File: src/rtl/seq_det_pkg.sv
// Shared types and constants for the programmable sequence detector.
// Holds FSM state encodings, overlap mode values and a length-width helper.
package seq_det_pkg;

  typedef enum logic [1:0] {
    S_FILL  = 2'd0,
    S_ARMED = 2'd1,
    S_MATCH = 2'd2
  } state_e;

  localparam logic OVERLAP     = 1'b1;
  localparam logic NON_OVERLAP = 1'b0;

  // Bits needed to hold a length in 0..max_len.
  function automatic int len_w(input int max_len);
    return $clog2(max_len + 1);
  endfunction

endpackage

File: src/rtl/seq_det_history.sv
// History shift register and fill counter with masked pattern compare.
// Ports: clk, clr/fill_clr, shift+din, len/pattern in; match_next, full_next out.
module seq_det_history
  import seq_det_pkg::*;
#(
  parameter int MAX_LEN = 8,
  parameter int LW      = len_w(MAX_LEN)
) (
  input  logic               clk,
  input  logic               clr,
  input  logic               fill_clr,
  input  logic               shift,
  input  logic               din,
  input  logic               clr_on_match,
  input  logic [MAX_LEN-1:0] pattern,
  input  logic [LW-1:0]      len,
  output logic               match_next,
  output logic               full_next
);

  logic [MAX_LEN-1:0] hist_q, hist_d;
  logic [MAX_LEN-1:0] hist_sh;
  logic [MAX_LEN-1:0] mask;
  logic [LW-1:0]      fill_q, fill_d;
  logic [LW-1:0]      fill_inc;

  always_comb begin
    mask = '0;
    for (int i = 0; i < MAX_LEN; i++) begin
      mask[i] = (LW'(i) < len);
    end
  end

  always_comb begin
    hist_sh    = {hist_q[MAX_LEN-2:0], din};
    fill_inc   = (fill_q >= len) ? len : fill_q + LW'(1);
    full_next  = shift && (fill_inc == len);
    match_next = shift && (fill_inc >= len)
              && (((hist_sh ^ pattern) & mask) == '0);

    hist_d = hist_q;
    fill_d = fill_q;
    if (clr) begin
      hist_d = '0;
      fill_d = '0;
    end else if (shift) begin
      hist_d = hist_sh;
      // Non-overlap: a match consumes its bits, so the
      // next match needs len fresh samples.
      fill_d = (match_next && clr_on_match) ? '0 : fill_inc;
    end else if (fill_clr) begin
      fill_d = '0;
    end
  end

  always_ff @(posedge clk) begin
    hist_q <= hist_d;
    fill_q <= fill_d;
  end

endmodule

File: src/rtl/seq_detector_prog.sv
// Runtime-programmable Moore serial sequence detector with match counter.
// Ports: Clock, Reset_n, Din/Din_valid, Cfg_* load; Y, Match_count, Cfg_err.
module seq_detector_prog
  import seq_det_pkg::*;
#(
  parameter int                 MAX_LEN     = 8,
  parameter int                 COUNT_W     = 16,
  parameter logic [MAX_LEN-1:0] DEF_PATTERN = 8'b0000_1101,
  parameter int                 DEF_LEN     = 4,
  parameter logic               DEF_OVERLAP = 1'b1
) (
  input  logic                        Clock,
  input  logic                        Reset_n,
  input  logic                        Din,
  input  logic                        Din_valid,
  input  logic                        Cfg_load,
  input  logic [MAX_LEN-1:0]          Cfg_pattern,
  input  logic [len_w(MAX_LEN)-1:0]   Cfg_len,
  input  logic                        Cfg_overlap,
  output logic                        Y,
  output logic [COUNT_W-1:0]          Match_count,
  output logic                        Cfg_err
);

  localparam int LW = len_w(MAX_LEN);

  state_e             state_q, state_d;
  logic [MAX_LEN-1:0] pat_q, pat_d;
  logic [LW-1:0]      len_q, len_d;
  logic               ovl_q, ovl_d;
  logic [COUNT_W-1:0] cnt_q, cnt_d;
  logic               y_q, y_d;
  logic               err_q, err_d;

  logic cfg_ok;
  logic good_load;
  logic sample;
  logic bad_state;
  logic match;
  logic full_next;
  logic hist_clr;

  assign hist_clr = !Reset_n || good_load;

  seq_det_history #(
    .MAX_LEN (MAX_LEN),
    .LW      (LW)
  ) u_hist (
    .clk          (Clock),
    .clr          (hist_clr),
    .fill_clr     (bad_state),
    .shift        (sample),
    .din          (Din),
    .clr_on_match (ovl_q == NON_OVERLAP),
    .pattern      (pat_q),
    .len          (len_q),
    .match_next   (match),
    .full_next    (full_next)
  );

  always_comb begin
    cfg_ok    = (Cfg_len != '0) && (Cfg_len <= LW'(MAX_LEN));
    good_load = Cfg_load && cfg_ok;
    sample    = Din_valid && !Cfg_load;
    bad_state = 1'b0;

    state_d = state_q;
    unique case (state_q)
      S_FILL: begin
        if (match)          state_d = S_MATCH;
        else if (full_next) state_d = S_ARMED;
      end
      S_ARMED: begin
        if (match) state_d = S_MATCH;
      end
      S_MATCH: begin
        if (match)                state_d = S_MATCH;
        else if (ovl_q == OVERLAP) state_d = S_ARMED;
        else                      state_d = S_FILL;
      end
      default: begin
        state_d   = S_FILL;
        bad_state = 1'b1;
      end
    endcase

    pat_d = pat_q;
    len_d = len_q;
    ovl_d = ovl_q;
    cnt_d = cnt_q;
    if (good_load) begin
      pat_d   = Cfg_pattern;
      len_d   = Cfg_len;
      ovl_d   = Cfg_overlap;
      cnt_d   = '0;
      state_d = S_FILL;
    end else if (match && (cnt_q != '1)) begin
      cnt_d = cnt_q + COUNT_W'(1);
    end

    y_d   = (state_d == S_MATCH);
    err_d = Cfg_load && !cfg_ok;
  end

  always_ff @(posedge Clock) begin
    if (!Reset_n) begin
      state_q <= S_FILL;
      pat_q   <= DEF_PATTERN;
      len_q   <= LW'(DEF_LEN);
      ovl_q   <= DEF_OVERLAP;
      cnt_q   <= '0;
      y_q     <= 1'b0;
      err_q   <= 1'b0;
    end else begin
      state_q <= state_d;
      pat_q   <= pat_d;
      len_q   <= len_d;
      ovl_q   <= ovl_d;
      cnt_q   <= cnt_d;
      y_q     <= y_d;
      err_q   <= err_d;
    end
  end

  assign Y           = y_q;
  assign Match_count = cnt_q;
  assign Cfg_err     = err_q;

endmodule

File: config.mk
export PLATFORM = sky130hd
export DESIGN_NAME = seq_detector_prog
export DESIGN_NICKNAME = d
export VERILOG_FILES = /design/src/rtl/seq_det_pkg.sv /design/src/rtl/seq_det_history.sv /design/src/rtl/seq_detector_prog.sv
export SDC_FILE = /design/constraint.sdc
export NUM_CORES = 1
export LEC_CHECK = 0
export CAP_MARGIN = 30
export CORE_ASPECT_RATIO = 0.6
export CORE_MARGIN = 4
export CORE_UTILIZATION = 30
export DETAILED_ROUTE_END_ITERATION = 6
export SYNTH_ARGS = -nofsm -noshare
export SYNTH_HDL_FRONTEND = slang
export SYNTH_HIERARCHICAL = 1
export SYNTH_SLANG_ARGS = --single-unit
File: constraint.sdc
create_clock -name Clock -period 7.6 [get_ports Clock]
set_input_delay 1.52 -clock Clock [delete_from_list [all_inputs] [get_ports Clock]]
set_output_delay 1.52 -clock Clock [all_outputs]
set_load 0.01 [all_outputs]
==> impl_metrics.py <==
metrics = {
    "detailed_routing": {
        "first_pass_iters": 4,
        "avgRoutedWirePerCell_um": 14.2,
        "ant_nets": 0,
        "drt-initial-drc-count": 147,
        "route.vias.total": 1944,
        "drt_wl_total_um": 5520,
        "detail_route.vias_per_cell": 5.01,
        "post-route-drc-count": 0,
    },
    "logic_synthesis": {
        "syn-instance-count": 246,
        "ys_seq_elements": 44,
        "yosysWarningCount": 6,
        "synth_cell_types": 48,
        "synth_enable_flop_cells": 0,
        "fraction_of_synthesis_flops_using_an_asynchronous_set_or_reset_pin_pct": 0,
        "avgSynthCellArea_um2": 9.29,
        "netlist_area_mm2": 0.00228,
        "net_count_synth": 274,
        "sequential_to_total_area_share_from_yosys_stat_pct": 38.6,
        "ys.flop_type": "sky130_fd_sc_hd__dfxtp_1",
    },
    "sta": {
        "report.final.setup_viol": 0,
        "slew_violations": 0,
        "setup_tns_ps": 0,
        "hold_violations": 0,
        "max_freq_mhz": 241,
        "grt_setup_unrepaired": "false",
        "finalWorstSetupSlack_ps": 3450,
        "finalWorstPathRequiredPeriod_ps": 4150,
        "clock_skew_ps": 9.00,
        "relSlewSlack_pct": 58.8,
        "worst_slew_pin_slew_ps": 613,
        "final_worst_path_period_share_pct": 54.6,
    },
    "final_layout": {
        "register_area_um2": 881,
        "layout.cell_area.non_filler_mm2": 0.00295,
        "layout.cells.most_common": "sky130_fd_sc_hd__dfxtp_1",
        "insertedDiodeCount": 0,
        "area_occupied_by_multi_input_gates_mm2": 0.00133,
        "layout_cell_share_with_drive_strength_beyond_1_pct": 8.10,
        "syn_to_final_growth_pct": 29.0,
        "nNetsFinal": 312,
        "final_cell_mix": "44 x sky130_fd_sc_hd__dfxtp_1, 35 x sky130_fd_sc_hd__clkdlybuf4s50_1, 22 x sky130_fd_sc_hd__mux2i_1, 19 x sky130_fd_sc_hd__nor2_1, 14 x sky130_fd_sc_hd__nand2_1",
        "fillers": 750,
    },
    "placed_design": {
        "post-place-ws_ps": 2750,
        "placed_area_mm2": 0.00275,
        "dp.final_hpwl_um": 4160,
        "gpl.final_weighted_congestion": 0.859,
        "port-buffer-count": 35,
    },
    "global_route": {
        "grt_pass1_vias": 1840,
        "grt_first_pass_wirelength_um": 9080,
        "antenna_found_initial": 0,
        "grt_start_max_net_pins": 29,
        "grt.overflow.total": 0,
        "track_usage_pct": 12.7,
    },
    "die": {
        "floorplan.initialDensity_pct": 31.2,
        "die-width_um": 121,
        "fp.coreArea_mm2": 0.00733,
        "dieArea_mm2": 0.00912,
        "die_y_um": 75.6,
        "std_cell_rows": 24,
        "io_count": 36,
    },
    "power": {
        "cellLeakagePower_nw": 1.04,
        "powerDensity_mw_per_mm2": 192,
        "peakVddDrop_mv": 0.0942,
    },
    "cts": {
        "postCtsSetupRepairBufs": 0,
        "clk-insertion-delay-late_ps": 280,
        "clock_sink_count": 44,
        "clock-root-buffer": "sky130_fd_sc_hd__clkbuf_16",
        "ctsHoldBuffers": 0,
        "cts_buffers": 5,
        "cts_tree": "done",
        "post_cts_resized": 0,
        "clock_tree.buffer_depth": 2,
        "clkSlewWorstSetupHoldPaths_ps": 60,
        "ctsHtreeMaxLevel": 2,
    },
    "run_status": {
        "outcome": "finished clean",
    },
    "flow_run": {
        "drv_cap": 0,
    },
    "setup_path": {
        "cp.arrival_ps": 4370,
        "critical_path.endpoint_type": "flip-flop",
        "worstPathRequired_ps": 7820,
        "setup.worst_path.class": "reg2reg",
        "worst_setup_path_start_kind": "flip-flop",
        "setup.reg_to_reg.worst_slack_ps": 3450,
        "cp_max_fo": 9,
    },
    "hold_path": {
        "hold_path_class": "reg2reg",
    },
}
-- flip-flops by register name (all words and copies together) (netlist names) --
name and count:
u_hist/hist_q 7, Cfg_err 1, len_q 4, Y 1, pat_q 8, Match_count 16
ovl_q 1, u_hist/fill_q 4, state_q 2
-- final timing paths --
kind              cells past startpoint  startpoint         endpoint
setup / recovery                     15    len_q[3]  Match_count[11]
hold / removal                        2    pat_q[0]         pat_q[0]
setup reg to reg                     15    len_q[3]  Match_count[11]
hold reg to reg                       2    pat_q[0]         pat_q[0]
-- final cells by class --
| type | instances | area share [%] |
|---|---|---|
| inverters | 11 | 1.40 |
| repair buffers | 38 | 12.8 |
| clock inverters | 2 | 2.04 |
| multi-input cells | 184 | 45.2 |
| flip-flops and latches | 44 | 29.9 |
| clock buffers | 5 | 4.25 |
| well taps | 104 | 4.42 |
-- synth_stat cells, types with 2 or more instances --
master | number | area [um2]
sky130_fd_sc_hd__nand3_1 | 6 | 30.0
sky130_fd_sc_hd__and3_1 | 2 | 12.5
sky130_fd_sc_hd__xnor2_1 | 7 | 61.3
sky130_fd_sc_hd__o211ai_1 | 3 | 22.5
sky130_fd_sc_hd__buf_4 | 3 | 22.5
sky130_fd_sc_hd__o22ai_1 | 2 | 12.5
sky130_fd_sc_hd__nand2_1 | 14 | 52.6
sky130_fd_sc_hd__nor4_1 | 2 | 12.5
sky130_fd_sc_hd__o21ai_0 | 7 | 35.0
sky130_fd_sc_hd__nand4_1 | 4 | 25.0
sky130_fd_sc_hd__a211oi_1 | 4 | 30.0
sky130_fd_sc_hd__nand2b_1 | 4 | 25.0
sky130_fd_sc_hd__ha_1 | 10 | 125
sky130_fd_sc_hd__dfxtp_1 | 44 | 881
sky130_fd_sc_hd__xor2_1 | 6 | 52.6
sky130_fd_sc_hd__a31oi_1 | 4 | 25.0
sky130_fd_sc_hd__nand4_2 | 2 | 25.0
sky130_fd_sc_hd__inv_1 | 11 | 41.3
sky130_fd_sc_hd__clkbuf_1 | 3 | 11.3
sky130_fd_sc_hd__and4_1 | 3 | 26.3
sky130_fd_sc_hd__a22o_1 | 4 | 35.0
sky130_fd_sc_hd__mux2i_1 | 23 | 230
sky130_fd_sc_hd__nor2b_1 | 8 | 50.1
sky130_fd_sc_hd__o31ai_1 | 4 | 30.0
sky130_fd_sc_hd__nor2_1 | 19 | 71.3
sky130_fd_sc_hd__or4_1 | 4 | 30.0
sky130_fd_sc_hd__a21oi_1 | 10 | 50.1
sky130_fd_sc_hd__nor3_1 | 11 | 55.1
sky130_fd_sc_hd__or3_1 | 3 | 18.8
-- cell families after synthesis --
family / share of synthesized area, %
AOI/OAI and AO/OA: 15.3
xor gates and xnor gates: 4.98
adders and majority gates: 5.48
buffers and inverters: 3.45
DFF: 38.6
muxes: 10.6
and+or+nand+nor: 21.6
-- routing by layer --
metal | vias up | wire length [um] | track usage [%]
li1 | 975 | - | -
met1 | 895 | 2990 | 19.0
met5 | - | 0 | 0
met2 | 68 | 2070 | 17.1
met4 | 0 | 44 | 3.77
met3 | 6 | 418 | 4.23
-- through the flow --
step	instances	util (%)	hold slack, ps	power, mW
6_report	388	40.2	499	0.566
3_3_place_gp	379	37.4	484	0.297
3_5_place_dp	380	37.6	491	0.298
2_1_floorplan	246	-	462	0.278
4_1_cts	387	40.1	507	0.571
5_1_grt	388	40.2	518	0.587
-- power breakdown --
part / switching (mW) / internal, mW
registers: 0.00547 / 0.236
logic: 0.0258 / 0.0269
clock network: 0.0854 / 0.186
total: 0.117 / 0.449
-- worst max-delay path, cell delays in order (launching register included) --
cell	delay (ps)
sky130_fd_sc_hd__dfxtp_1	540
sky130_fd_sc_hd__inv_1	210
sky130_fd_sc_hd__ha_1	310
sky130_fd_sc_hd__o21ai_0	70
sky130_fd_sc_hd__o21bai_1	430
sky130_fd_sc_hd__mux2i_1	300
sky130_fd_sc_hd__inv_1	70
sky130_fd_sc_hd__ha_1	280
sky130_fd_sc_hd__nand2b_1	90
sky130_fd_sc_hd__a2111oi_0	90
sky130_fd_sc_hd__a211oi_1	330
sky130_fd_sc_hd__and3_2	330
sky130_fd_sc_hd__and4_4	270
sky130_fd_sc_hd__nand3_2	160
sky130_fd_sc_hd__or4_1	450
sky130_fd_sc_hd__a21oi_1	150
No activity file was read; power rests on OpenSTA's default activity.
